[src/rtl/modbus_frame_tx_if.sv]
// Response-frame handshake between the Modbus slave logic, the framer and the UART.
// The slave modport is the framer side; master is the slave-logic/UART side.
interface modbus_frame_tx_if #(
  parameter int MAX_BYTES = 8
);
  logic [8*MAX_BYTES-1:0] frame_data_in;
  logic [3:0]             frame_len_in;
  logic                   send_req;
  logic                   uart_busy_in;
  logic [7:0]             uart_data_out;
  logic                   uart_start_out;
  logic                   busy_out;
  logic                   tx_done;
  logic                   len_err;
  logic [15:0]            crc_out;

  modport slave (
    input  frame_data_in, frame_len_in, send_req, uart_busy_in,
    output uart_data_out, uart_start_out, busy_out, tx_done, len_err, crc_out
  );

  modport master (
    output frame_data_in, frame_len_in, send_req, uart_busy_in,
    input  uart_data_out, uart_start_out, busy_out, tx_done, len_err, crc_out
  );
endinterface

[src/rtl/modbus_frame_tx.sv]
// Modbus RTU transmit framer: streams payload bytes to the UART, appends
// CRC-16/Modbus (low byte first) and enforces the t3.5 silence gap.
module modbus_frame_tx #(
  parameter int          MAX_BYTES  = 8,
  parameter logic [15:0] GAP_CYCLES = 16'd1750
) (
  input  logic               clk_in,
  input  logic               rst_n_in,
  modbus_frame_tx_if.slave   bus
);

  localparam logic [2:0] ST_IDLE = 3'd0;
  localparam logic [2:0] ST_LOAD = 3'd1;
  localparam logic [2:0] ST_SEND = 3'd2;
  localparam logic [2:0] ST_CRC  = 3'd3;
  localparam logic [2:0] ST_WAIT = 3'd4;
  localparam logic [2:0] ST_NEXT = 3'd5;
  localparam logic [2:0] ST_GAP  = 3'd6;
  localparam logic [2:0] ST_DONE = 3'd7;

  localparam int         DW      = 8 * MAX_BYTES;
  localparam logic [4:0] MAX_LEN = 5'(MAX_BYTES);

  function automatic logic [15:0] crc_bit_step(input logic [15:0] crc);
    if (crc[0]) begin
      crc_bit_step = (crc >> 1) ^ 16'hA001;
    end else begin
      crc_bit_step = crc >> 1;
    end
  endfunction

  logic [2:0]    state_q, state_d;
  logic [DW-1:0] data_q, data_d;
  logic [3:0]    len_q, len_d;
  logic [4:0]    idx_q, idx_d;
  logic [2:0]    bit_q, bit_d;
  logic [15:0]   gap_q, gap_d;
  logic [15:0]   crc_q, crc_d;
  logic [7:0]    uart_data_q, uart_data_d;
  logic          uart_start_q, uart_start_d;
  logic          busy_q, busy_d;
  logic          tx_done_q, tx_done_d;
  logic          len_err_q, len_err_d;
  logic [15:0]   crc_out_q, crc_out_d;

  logic [7:0]    pay_byte_s;
  logic          is_crc_byte_s;
  logic          len_ok_s;

  // Select the payload byte addressed by the current index.
  always_comb begin
    pay_byte_s = 8'h00;
    for (int k = 0; k < MAX_BYTES; k++) begin
      if (idx_q == 5'(k)) begin
        pay_byte_s = data_q[DW-1-8*k -: 8];
      end else begin
        pay_byte_s = pay_byte_s;
      end
    end
  end

  assign is_crc_byte_s = (idx_q >= {1'b0, len_q});
  assign len_ok_s      = (bus.frame_len_in != 4'd0) && ({1'b0, bus.frame_len_in} <= MAX_LEN);

  // Next-state and datapath logic for the framing sequence.
  always_comb begin
    state_d      = state_q;
    data_d       = data_q;
    len_d        = len_q;
    idx_d        = idx_q;
    bit_d        = bit_q;
    gap_d        = gap_q;
    crc_d        = crc_q;
    uart_data_d  = uart_data_q;
    uart_start_d = 1'b0;
    len_err_d    = 1'b0;

    case (state_q)
      ST_IDLE: begin
        if (bus.send_req && len_ok_s) begin
          data_d  = bus.frame_data_in;
          len_d   = bus.frame_len_in;
          crc_d   = 16'hFFFF;
          idx_d   = 5'd0;
          state_d = ST_LOAD;
        end else if (bus.send_req) begin
          len_err_d = 1'b1;
        end else begin
          state_d = ST_IDLE;
        end
      end
      ST_LOAD: begin
        if (!is_crc_byte_s) begin
          uart_data_d = pay_byte_s;
          crc_d       = {crc_q[15:8], crc_q[7:0] ^ pay_byte_s};
        end else if (idx_q == {1'b0, len_q}) begin
          uart_data_d = crc_q[7:0];
        end else begin
          uart_data_d = crc_q[15:8];
        end
        state_d = ST_SEND;
      end
      ST_SEND: begin
        if (!bus.uart_busy_in) begin
          uart_start_d = 1'b1;
          bit_d        = 3'd0;
          state_d      = is_crc_byte_s ? ST_WAIT : ST_CRC;
        end else begin
          state_d = ST_SEND;
        end
      end
      ST_CRC: begin
        crc_d = crc_bit_step(crc_q);
        bit_d = bit_q + 3'd1;
        if (bit_q == 3'd7) begin
          state_d = ST_WAIT;
        end else begin
          state_d = ST_CRC;
        end
      end
      ST_WAIT: begin
        // A CRC byte arrives here with its strobe still visible; busy only rises after it.
        if (!bus.uart_busy_in && !uart_start_q) begin
          state_d = ST_NEXT;
        end else begin
          state_d = ST_WAIT;
        end
      end
      ST_NEXT: begin
        idx_d = idx_q + 5'd1;
        if (idx_q < ({1'b0, len_q} + 5'd1)) begin
          state_d = ST_LOAD;
        end else begin
          gap_d   = GAP_CYCLES;
          state_d = (GAP_CYCLES == 16'd0) ? ST_DONE : ST_GAP;
        end
      end
      ST_GAP: begin
        gap_d = gap_q - 16'd1;
        if (gap_q <= 16'd1) begin
          state_d = ST_DONE;
        end else begin
          state_d = ST_GAP;
        end
      end
      ST_DONE: begin
        state_d = ST_IDLE;
      end
      default: begin
        state_d = ST_IDLE;
      end
    endcase

    // Status outputs are registered from the upcoming state so they align with it.
    busy_d    = (state_d != ST_IDLE) && (state_d != ST_DONE);
    tx_done_d = (state_d == ST_DONE);
    if (state_d == ST_DONE) begin
      crc_out_d = crc_q;
    end else begin
      crc_out_d = crc_out_q;
    end
  end

  // State and output registers with asynchronous active-low reset.
  always_ff @(posedge clk_in or negedge rst_n_in) begin
    if (!rst_n_in) begin
      state_q      <= ST_IDLE;
      data_q       <= '0;
      len_q        <= 4'd0;
      idx_q        <= 5'd0;
      bit_q        <= 3'd0;
      gap_q        <= 16'd0;
      crc_q        <= 16'hFFFF;
      uart_data_q  <= 8'h00;
      uart_start_q <= 1'b0;
      busy_q       <= 1'b0;
      tx_done_q    <= 1'b0;
      len_err_q    <= 1'b0;
      crc_out_q    <= 16'h0000;
    end else begin
      state_q      <= state_d;
      data_q       <= data_d;
      len_q        <= len_d;
      idx_q        <= idx_d;
      bit_q        <= bit_d;
      gap_q        <= gap_d;
      crc_q        <= crc_d;
      uart_data_q  <= uart_data_d;
      uart_start_q <= uart_start_d;
      busy_q       <= busy_d;
      tx_done_q    <= tx_done_d;
      len_err_q    <= len_err_d;
      crc_out_q    <= crc_out_d;
    end
  end

  assign bus.uart_data_out  = uart_data_q;
  assign bus.uart_start_out = uart_start_q;
  assign bus.busy_out       = busy_q;
  assign bus.tx_done        = tx_done_q;
  assign bus.len_err        = len_err_q;
  assign bus.crc_out        = crc_out_q;

endmodule

[src/flat_wrapper.sv]
// flat-port wrapper written by rule: the top's interface ports become plain ports
module modbus_frame_tx_flat 
#(
  parameter int          MAX_BYTES  = 8,
  parameter logic [15:0] GAP_CYCLES = 16'd1750
)
  (clk_in, rst_n_in, bus_frame_data_in, bus_frame_len_in, bus_send_req, bus_uart_busy_in, bus_uart_data_out, bus_uart_start_out, bus_busy_out, bus_tx_done, bus_len_err, bus_crc_out);
  modbus_frame_tx_if #(.MAX_BYTES(MAX_BYTES)) bus_i ();
  input  logic clk_in;
  input  logic rst_n_in;
  input wire logic [$bits(bus_i.frame_data_in)-1:0] bus_frame_data_in;
  input wire logic [$bits(bus_i.frame_len_in)-1:0] bus_frame_len_in;
  input wire logic [$bits(bus_i.send_req)-1:0] bus_send_req;
  input wire logic [$bits(bus_i.uart_busy_in)-1:0] bus_uart_busy_in;
  output wire logic [$bits(bus_i.uart_data_out)-1:0] bus_uart_data_out;
  output wire logic [$bits(bus_i.uart_start_out)-1:0] bus_uart_start_out;
  output wire logic [$bits(bus_i.busy_out)-1:0] bus_busy_out;
  output wire logic [$bits(bus_i.tx_done)-1:0] bus_tx_done;
  output wire logic [$bits(bus_i.len_err)-1:0] bus_len_err;
  output wire logic [$bits(bus_i.crc_out)-1:0] bus_crc_out;
  assign bus_i.frame_data_in = bus_frame_data_in;
  assign bus_i.frame_len_in = bus_frame_len_in;
  assign bus_i.send_req = bus_send_req;
  assign bus_i.uart_busy_in = bus_uart_busy_in;
  assign bus_uart_data_out = bus_i.uart_data_out;
  assign bus_uart_start_out = bus_i.uart_start_out;
  assign bus_busy_out = bus_i.busy_out;
  assign bus_tx_done = bus_i.tx_done;
  assign bus_len_err = bus_i.len_err;
  assign bus_crc_out = bus_i.crc_out;
  modbus_frame_tx #(.MAX_BYTES(MAX_BYTES), .GAP_CYCLES(GAP_CYCLES)) u_core (.clk_in(clk_in), .rst_n_in(rst_n_in), .bus(bus_i));
endmodule
[config.mk]
export PLATFORM = sky130hd
export DESIGN_NAME = modbus_frame_tx_flat
export DESIGN_NICKNAME = d
export VERILOG_FILES = /design/src/rtl/modbus_frame_tx_if.sv /design/src/rtl/modbus_frame_tx.sv /design/src/flat_wrapper.sv
export SDC_FILE = /design/constraint.sdc
export NUM_CORES = 1
export LEC_CHECK = 0
export ABC_AREA = 1
export BUFFER_PORTS_ARGS = -buffer_cell sky130_fd_sc_hd__buf_2
export CAP_MARGIN = 0
export CORE_MARGIN = 10
export CORE_UTILIZATION = 45
export DETAILED_ROUTE_END_ITERATION = 8
export PLACE_DENSITY_LB_ADDON = 0.1
export SYNTH_ARGS = -nofsm -noshare
export SYNTH_HDL_FRONTEND = slang
export SYNTH_SLANG_ARGS = --single-unit
[constraint.sdc]
create_clock -name clk_in -period 2.1 [get_ports clk_in]
set_input_delay 0.105 -clock clk_in [delete_from_list [all_inputs] [get_ports clk_in]]
set_output_delay 0.105 -clock clk_in [all_outputs]
set_load 0.02 [all_outputs]
After elaboration in Yosys (flattened, before gate mapping)
Cells that the tools add are included.

Input bits: 72. Bits in registers: 139. Output and inout bits: 28. Word-level logic and storage cells: 102.

Reductions and logical operators: 21. Muxes and demuxes: 34. Bitwise gates (word level): 3. Add/subtract/negate cells: 4. Order comparisons: 4. Equal/unequal tests: 22.

Operators by type and width (count): 8-bit two-way mux (11); 16-bit two-way mux (3); 16-bit case mux with 3 select lines (1); 16-bit case mux with 2 select lines (1); 3-bit case mux with 8 select lines (1); 3-bit two-way mux (7); 5-bit by 3-bit == test with 1-bit output (second input constant) (4); 3-bit == test (second input constant) (6); 16-bit by 1-bit <= comparator with 1-bit output (second input constant) (1); 16-bit by 1-bit subtractor with 16-bit output (second input constant) (1); 5-bit by 2-bit == test with 1-bit output (second input constant) (2); 5-bit case mux with 2 select lines (1); 2-bit AND reduction (4); 2-bit nonzero test (4); 8-bit bitwise XOR (1); 1-bit two-way mux (7); 3-bit by 2-bit == test with 1-bit output (second input constant) (2); 2-bit != test (second input constant) (3); 3-bit case mux with 2 select lines (1); 3-bit AND reduction (2); 3-bit nonzero test (2); 4-bit by 1-bit adder with 5-bit output (second input constant) (1); 5-bit by 1-bit adder with 5-bit output (second input constant) (1); 5-bit by 1-bit == test with 1-bit output (second input constant) (1); 16 further kinds (20).

Logic depth before layout (Yosys ltp)
Gate-level depths: netlist of the first run.

Depth in word-level cells: 12. Mapped depth: 18. Depth with buffers taken out: 18.

Worst setup path before layout of the first run
No wires, ideal clock.

Kind: reg2reg. From: reg u_core.len_q[0]. To: reg u_core.busy_q, in the netlist u_core.bus.busy_out. Library setup time: 0.116 ns. Data arrival time: 1.943 ns. Buffers on the path: 0. Cell stages (with the launch flop): 12. Setup slack: 0.041 ns. Clock period less this slack: 2.059 ns. Required time: 1.984 ns. Path through: dfrtp_1 ha_1 xnor2_1 ha_1 a21oi_1 o221ai_1 nand2_1 nand2_1 nor3_1 nand2_1 nor2_1 nor2_1.

Longest elaborated chain between the ends: 6. Elaborated cells on any way between the ends: 10. Classes of those cells: 1 x add/sub; 2 x order compare; 1 x eq/ne; 4 x mux; 2 x reduce/logical.

RTL lines: start: declaration (RTL line modbus_frame_tx.sv:34) `logic [3:0] len_q, len_d;`; start signal: assignment (RTL line modbus_frame_tx.sv:183) `len_q <= len_d;`; 4-bit by 1-bit adder with 5-bit output / 5-bit by 4-bit >= comparator with 1-bit output (equally long branches) (RTL line modbus_frame_tx.sv:131, modbus_frame_tx.sv:62); 5-bit < comparator / 3-bit two-way mux (equally long branches) (RTL line modbus_frame_tx.sv:131, modbus_frame_tx.sv:107); 3-bit two-way mux, on equally long branches (RTL line modbus_frame_tx.sv:131, modbus_frame_tx.sv:104); 3-bit case mux with 8 select lines (*) (RTL line modbus_frame_tx.sv:78) `case (state_q)`; 3-bit != test / 3-bit nonzero test (equally long branches) (RTL line modbus_frame_tx.sv:155) `busy_d = (state_d != ST_IDLE) && (state_d != ST_DONE);`; 1-bit logical AND (*) (RTL line modbus_frame_tx.sv:155); net u_core.busy_d (RTL line modbus_frame_tx.sv:41) `logic busy_q, busy_d;`; end signal: assignment (RTL line modbus_frame_tx.sv:190) `busy_q <= busy_d;`; end: declaration (RTL line modbus_frame_tx.sv:41).

Mark *: on every way through the listed nets, which the timed path passes. The rest lies on a longest branch. A chain may end at the register's enable or synchronous reset.

Worst setup path after layout of the first run
From: reg u_core.len_q[0]. To: reg u_core.gap_q[9].

Longest elaborated chain between the ends: 4.

RTL lines: 4-bit by 1-bit adder with 5-bit output (RTL line modbus_frame_tx.sv:131) `if (idx_q < ({1'b0, len_q} + 5'd1)) begin`; 5-bit < comparator (RTL line modbus_frame_tx.sv:131); 2-bit != test (no line); 2-bit AND reduction (no line); end signal: assignment (RTL line modbus_frame_tx.sv:186) `gap_q <= gap_d;`; end: declaration (RTL line modbus_frame_tx.sv:37) `logic [15:0] gap_q, gap_d;`.

Every way passes these cells.

==> results of run 1 <==
-- registers in the layout, indices dropped and copies added (netlist names) --
name / flops
u_core.data_q: 64
u_core.bus.crc_out: 16
u_core.crc_q: 16
u_core.gap_q: 16
u_core.bus.uart_data_out: 8
u_core.idx_q: 5
u_core.len_q: 4
u_core.bit_q: 3
u_core.state_q: 3
u_core.bus.busy_out: 1
u_core.bus.len_err: 1
u_core.bus.tx_done: 1
u_core.bus.uart_start_out: 1
-- cell type report --
class                   count  share of cell area
clock buffers              22              0.0475
clock inverters            10              0.0169
inverters                 128              0.0499
multi-input cells         542               0.336
flip-flops and latches    139               0.358
well taps                 216              0.0276
repair buffers            207               0.164
-- path summary, 6_finish.rpt --
path,end,startpoint
worst max-delay path,u_core.gap_q[9],u_core.len_q[0]
worst min-delay path,u_core.gap_q[5],rst_n_in
worst max register to register,u_core.gap_q[9],u_core.len_q[0]
worst min register to register,u_core.bus.uart_data_out[4],u_core.bus.uart_data_out[4]
max in group asynchronous,u_core.crc_q[12],rst_n_in
min in group clk_in,u_core.data_q[53],bus_frame_data_in[53]
-- per-stage QoR --
stage,hold WS (ns),setup slack (ns)
CTS,0.225,0.00380
global route,0.247,-0.101
detailed placement,0.0939,-0.0309
global placement,0.0951,0.0181
finish,0.205,0.0292
floorplan,-0.191,0.0413
-- power by group through the flow --
stage	clock, W	sequential [W]	combinational (W)
2_1_floorplan	0	0.00478	0.00390
3_3_place_gp	0	0.00472	0.00578
3_5_place_dp	0	0.00474	0.00583
4_1_cts	0.00325	0.00471	0.00595
5_1_grt	0.00339	0.00488	0.00727
6_report	0.00321	0.00474	0.00645
-- critical path, cell delays in order (launching register included) --
cell and delay (ns):
dfrtp_1 0.40, ha_2 0.20, xnor2_1 0.12, ha_1 0.31, nand4_1 0.11, o221ai_2 0.15, nand2_1 0.10, nand2_2 0.14
nand3b_1 0.14, buf_4 0.16, o211ai_1 0.15
-- metal layers --
layer	track usage	vias to the layer above	share of wire
met4	0.0591	0	0.016
met3	0.0445	23	0.049
met2	0.275	124	0.47
met1	0.222	2897	0.46
li1	-	3129	-
met5	0	-	0
-- kinds of logic (layout without fill, tap and decap cells) --
group	Yosys count	count (layout)	share of synthesized area
and+or+nand+nor	307	309	0.194
buffers and inverters	155	367	0.0891
xor gates and xnor gates	6	6	0.00727
AOI/OAI and AO/OA	162	162	0.121
adders and majority gates	18	18	0.0312
DFF	139	139	0.484
muxes	47	47	0.0732
-- layout by cell type, fill, tap and decap left out, types with 6 or more instances in the layout --
cell	Yosys	layout
nand2_1	153	140
dfrtp_1	123	120
inv_1	119	115
buf_2	12	98
o21ai_0	85	80
dlygate4sd3_1	0	71
nor2_1	57	53
mux2_2	47	47
nand3_1	49	42
a21oi_1	38	33
buf_4	2	23
o21ai_1	15	20
nand2_2	6	17
clkbuf_16	0	17
dfstp_2	16	16
ha_1	18	15
nand4_1	11	11
inv_2	8	10
a21oi_2	5	10
o211ai_1	10	10
nand3_2	3	9
nor2_4	6	8
buf_6	5	8
nor3_1	7	6
buf_12	0	6
-- timing repair --
action | in CTS | in global routing
cloned | 0 | 2
endpoints found under the hold margin | 115 | 0
endpoints found under the setup margin | 3 | 23
setup buffers | 0 | 9
resized for setup | 1 | 66
hold buffers | 71 | 0
pin swaps | 0 | 21
==> impl_metrics.csv, run 1 <==
group,metric,value,unit
sta,drv_slew,0,
synthesis,yosys_warnings,0,
critical_path,reg2reg_depth,10,
sta,finalSetupViolCount,0,
synthesis,synthTopCellsByArea,"dfrtp_1, nand2_1, mux2_2",
sta,setup_tns,0,ns
drt,viasPerCell,4.88,
drt,route.detailed.drc,0,
drt,num_vias,6173,
pwr,pwr-share-seq,0.329,
sta,fin_worst_skew,0.00795,ns
clock_network,h-tree-depth,4,
critical_path,critPathLaunchType,"register",
clock_network,cts-buffers-inserted,17,
sta,fmaxAchievable,0.483,GHz
drt,wl_per_cell,14.6,µm
synthesis,netlist_area,7230,µm²
place,placed_cells,1150,
floorplan,start_util,0.457,
grt,globalRoute.totalOverflow,0,
floorplan,ios,100,
sta,period_needed,2.07,ns
pwr,ir_worst_vdd,0.695,mV
cells_and_area,num_antenna_cells,0,
run_status,status,"complete, no violations",
critical_path,crit_path_end_kind,"register",
grt,first_global_vias,6159,
sta,tightestPinTransition,0.523,ns
clock_network,clkTransAtPathRegs,0.06,ns
critical_path,reg2reg_slack,0.03,ns
clock_network,cts_tree,"done",
min_path,hold_path.class,"primary input to async pin",
pwr,swShare,0.396,
synthesis,syn_nets,924,
grt,antenna_found_initial,0,
critical_path,setup.worst_path.class,"register to register",
place,placed_cell_area,8130,µm²
synthesis,syn_area_per_cell,8.67,µm²
cells_and_area,fillers,1377,
sta,slew_headroom,0.651,
clock_network,clk_path_buf_depth,2,
synthesis,postSynthCellCount,834,
cells_and_area,area_delta_synth_final,35.3,%
place,port_buffers,99,
synthesis,synthTopCellsByCount,"nand2_1, dfrtp_1, inv_1",
floorplan,row_count,46,
cells_and_area,finish.net_count,1125,
floorplan,die_w,147,µm
place,place_hpwl,12.7,mm
sta,grt_setup_unrepaired,"yes",
pwr,internal_power,0.00870,W
synthesis,ys_ff_latch,139,
pwr,pwr-share-comb,0.448,
cells_and_area,drive_gt1_frac,0.297,
sta,period_share,0.986,
cells_and_area,seq_area,3500,µm²
synthesis,ys_seq_area_frac,0.484,
clock_network,cts.sinks,139,
grt,grt_first_pass_wirelength,30.7,mm
place,place_congestion,0.851,
synthesis,synth_top_area_cell,"dfrtp_1",
cells_and_area,multi_input_area,3290,µm²
pwr,power.total,0.0144,W
critical_path,worstPathRequired,2.44,ns
flow_run,max-cap-violations,0,
synthesis,synth-edff-count,0,
critical_path,worst-path-max-fanout,6,
pwr,netSwitchingPower,0.00571,W
cells_and_area,fin_util,0.618,
cells_and_area,finalInstanceArea,9780,µm²
floorplan,die-area,21500,µm²
clock_network,clk_latency,0.43,ns
synthesis,synth.most_common_cell,"nand2_1",
synthesis,yosysTopAreaCellShare,0.426,
synthesis,async_reset_ff_frac,1.00,
pwr,p_leak,4.76,nW
clock_network,cts-root-buf,"clkbuf_16",
floorplan,core_area,15800,µm²
drt,drt_iter0_drc,348,
critical_path,timing.critical_path.arrival,2.41,ns
sta,finalHoldViolCount,0,
drt,firstDrtPassIters,6,
drt,wl,18.4,mm
floorplan,fp.dieH,147,µm
grt,grt_usage,0.172,
drt,ant_nets,0,
pwr,clockPowerShare,0.223,
synthesis,synth_cell_type_count,43,
synthesis,synthFlopType,"dfrtp_1",
cells_and_area,final_cells,1264,
grt,grt_max_degree,55,
pwr,cellPowerDensity,1470,nW/µm²
No activity file was read; power rests on OpenSTA's default activity.
==> inputs of run 2 (changes only) <==
--- a/config.mk
+++ b/config.mk
@@ -9,7 +9,7 @@
 export BUFFER_PORTS_ARGS = -buffer_cell sky130_fd_sc_hd__buf_2
 export CAP_MARGIN = 0
 export CORE_MARGIN = 10
-export CORE_UTILIZATION = 45
+export CORE_UTILIZATION = 52
 export DETAILED_ROUTE_END_ITERATION = 8
 export PLACE_DENSITY_LB_ADDON = 0.1
 export SYNTH_ARGS = -nofsm -noshare
==> run 2 against run 1 <==
Compared with the run above:
- die area down 12%
- maximum frequency increased by 1.3%
- sequential cell count unchanged
- sequential share of layout area is 0.22 points higher
- clock skew shrank 0.00060 ns
- total power rose by 0.38%
==> impl_metrics.csv, run 2 (synthesized netlist as in run 1, its figures left out) <==
group,metric,value,unit
run_status,status,"complete, no violations",
floorplan,start_util,0.525,
cells_and_area,largest_reg_flops,64,
grt,antenna_found_initial,0,
cells_and_area,finalInstanceArea,9720,µm²
clock_network,clk_latency,0.42,ns
drt,drt_iter0_drc,447,
grt,grt_max_degree,63,
sta,slew_headroom,0.621,
sta,tightestPinTransition,0.568,ns
sta,period_share,0.974,
place,place_hpwl,12.7,mm
critical_path,critPathTopFamily,"simple AND/OR/NAND/NOR gates",
grt,first_global_vias,6390,
pwr,pwr-share-comb,0.457,
clock_network,h-tree-depth,4,
sta,worst_slack,0.0555,ns
drt,wl_per_cell,15.3,µm
drt,wl,18.7,mm
floorplan,die_w,138,µm
place,place_congestion,0.944,
sta,drv_slew,0,
sta,finalSetupViolCount,0,
critical_path,worst-path-max-fanout,6,
sta,fin_worst_skew,0.00736,ns
floorplan,die-area,19000,µm²
pwr,p_leak,4.73,nW
pwr,power.total,0.0145,W
pwr,cellPowerDensity,1490,nW/µm²
floorplan,fp.dieH,138,µm
grt,globalRoute.totalOverflow,0,
critical_path,reg2reg_slack,0.06,ns
drt,route.detailed.drc,0,
cells_and_area,finish.net_count,1119,
sta,fmaxAchievable,0.489,GHz
cells_and_area,num_antenna_cells,0,
critical_path,critPathBufInv,0,
flow_run,max-cap-violations,0,
pwr,netSwitchingPower,0.00586,W
cells_and_area,area_delta_synth_final,34.4,%
clock_network,clk_path_buf_depth,2,
place,placed_cells,1110,
cells_and_area,drive_gt1_frac,0.309,
pwr,clockPowerShare,0.214,
place,placed_cell_area,8030,µm²
pwr,pwr-share-seq,0.329,
pwr,internal_power,0.00860,W
pwr,ir_worst_vdd,0.760,mV
critical_path,r2r-start,"u_core.len_q[0]",
critical_path,critPathLaunchType,"register",
critical_path,crit_chain,"ha_2 > nand3_1 > ha_1 > nand4_1 > o221ai_2 > nand2_2 > nand2_4 > nand3b_1 > o21ai_1 > o211ai_1",
drt,viasPerCell,5.20,
clock_network,cts-buffers-inserted,17,
cells_and_area,final_common_cell,"nand2_1",
critical_path,reg2reg_depth,10,
drt,firstDrtPassIters,6,
clock_network,clkTransAtPathRegs,0.05,ns
cells_and_area,layout_common_cells,"nand2_1, dfrtp_1, inv_1, buf_2",
pwr,swShare,0.405,
min_path,hold_path.class,"primary input to async pin",
cells_and_area,top_register,"u_core.data_q",
critical_path,worstPathRequired,2.39,ns
clock_network,cts.sinks,139,
grt,grt_first_pass_wirelength,30.7,mm
clock_network,cts-root-buf,"clkbuf_16",
critical_path,setup.worst_path.class,"register to register",
sta,period_needed,2.04,ns
drt,num_vias,6352,
grt,grt_usage,0.200,
critical_path,timing.critical_path.arrival,2.34,ns
sta,finalHoldViolCount,0,
floorplan,ios,100,
floorplan,row_count,43,
clock_network,cts_tree,"done",
place,port_buffers,99,
sta,grt_setup_unrepaired,"yes",
critical_path,max_stage_delay,0.37,ns
critical_path,worst_r2r_endpoint,"u_core.gap_q[9]",
cells_and_area,final_cells,1222,
floorplan,core_area,13800,µm²
drt,ant_nets,0,
critical_path,crit_path_end_kind,"register",
place,dp_slack,-0.0916,ns
critical_path,worst_path_max_delay_cell,"dfrtp_1",
run 2: worst max path at each step:
stage	from	end	slack (ns)	depth (start not counted)
5_1_grt	u_core.len_q[0]	u_core.bus.busy_out	-0.09	11
4_1_cts	u_core.idx_q[0]	u_core.crc_q[3]	0.006	16
3_5_place_dp	u_core.len_q[0]	u_core.bus.busy_out	-0.09	11
2_1_floorplan	u_core.len_q[0]	u_core.bus.busy_out	0.04	11
6_report	u_core.len_q[0]	u_core.gap_q[9]	0.06	10
3_3_place_gp	u_core.len_q[0]	u_core.bus.busy_out	-0.007	11
run 2: power groups by stage:
stage	Sequential [W]	Clock (W)	Combinational [W]
after CTS	0.00473	0.00313	0.00587
after floorplan	0.00478	0	0.00390
final	0.00476	0.00310	0.00661
after global placement	0.00471	0	0.00554
after detailed placement	0.00476	0	0.00569
after global routing	0.00491	0.00325	0.00735
run 2: what timing repair did:
item	CTS	global route
setup endpoints to repair	7	23
hold endpoints to repair	116	0
hold buffers	71	0
setup buffers	1	7
resized for setup	4	90
gates cloned	0	1
pin swaps	1	18
run 2: cell type report:
cell class,count,area [µm²]
fillers,1046,4060
repair buffers,202,1540
inverters,128,483
clock buffers,21,470
well taps,180,225
flip-flops and latches,139,3500
multi-input cells,541,3350
clock inverters,11,143
run 2: through the flow:
stage	TNS (ns)	util	hold slack, ns
5_1_grt	-0.469	0.705	0.275
6_report	0	0.705	0.230
4_1_cts	0	0.681	0.251
3_5_place_dp	-0.329	0.583	0.122
3_3_place_gp	-0.00674	0.583	0.119
2_1_floorplan	0	-	-0.191
run 2: layer usage:
layer / vias up / global-route usage / wire length [µm]
li1: 3114 / - / -
met1: 3015 / 0.251 / 8000
met2: 180 / 0.322 / 9120
met3: 43 / 0.0525 / 1070
met4: 0 / 0.0817 / 479
met5: - / 0 / 0
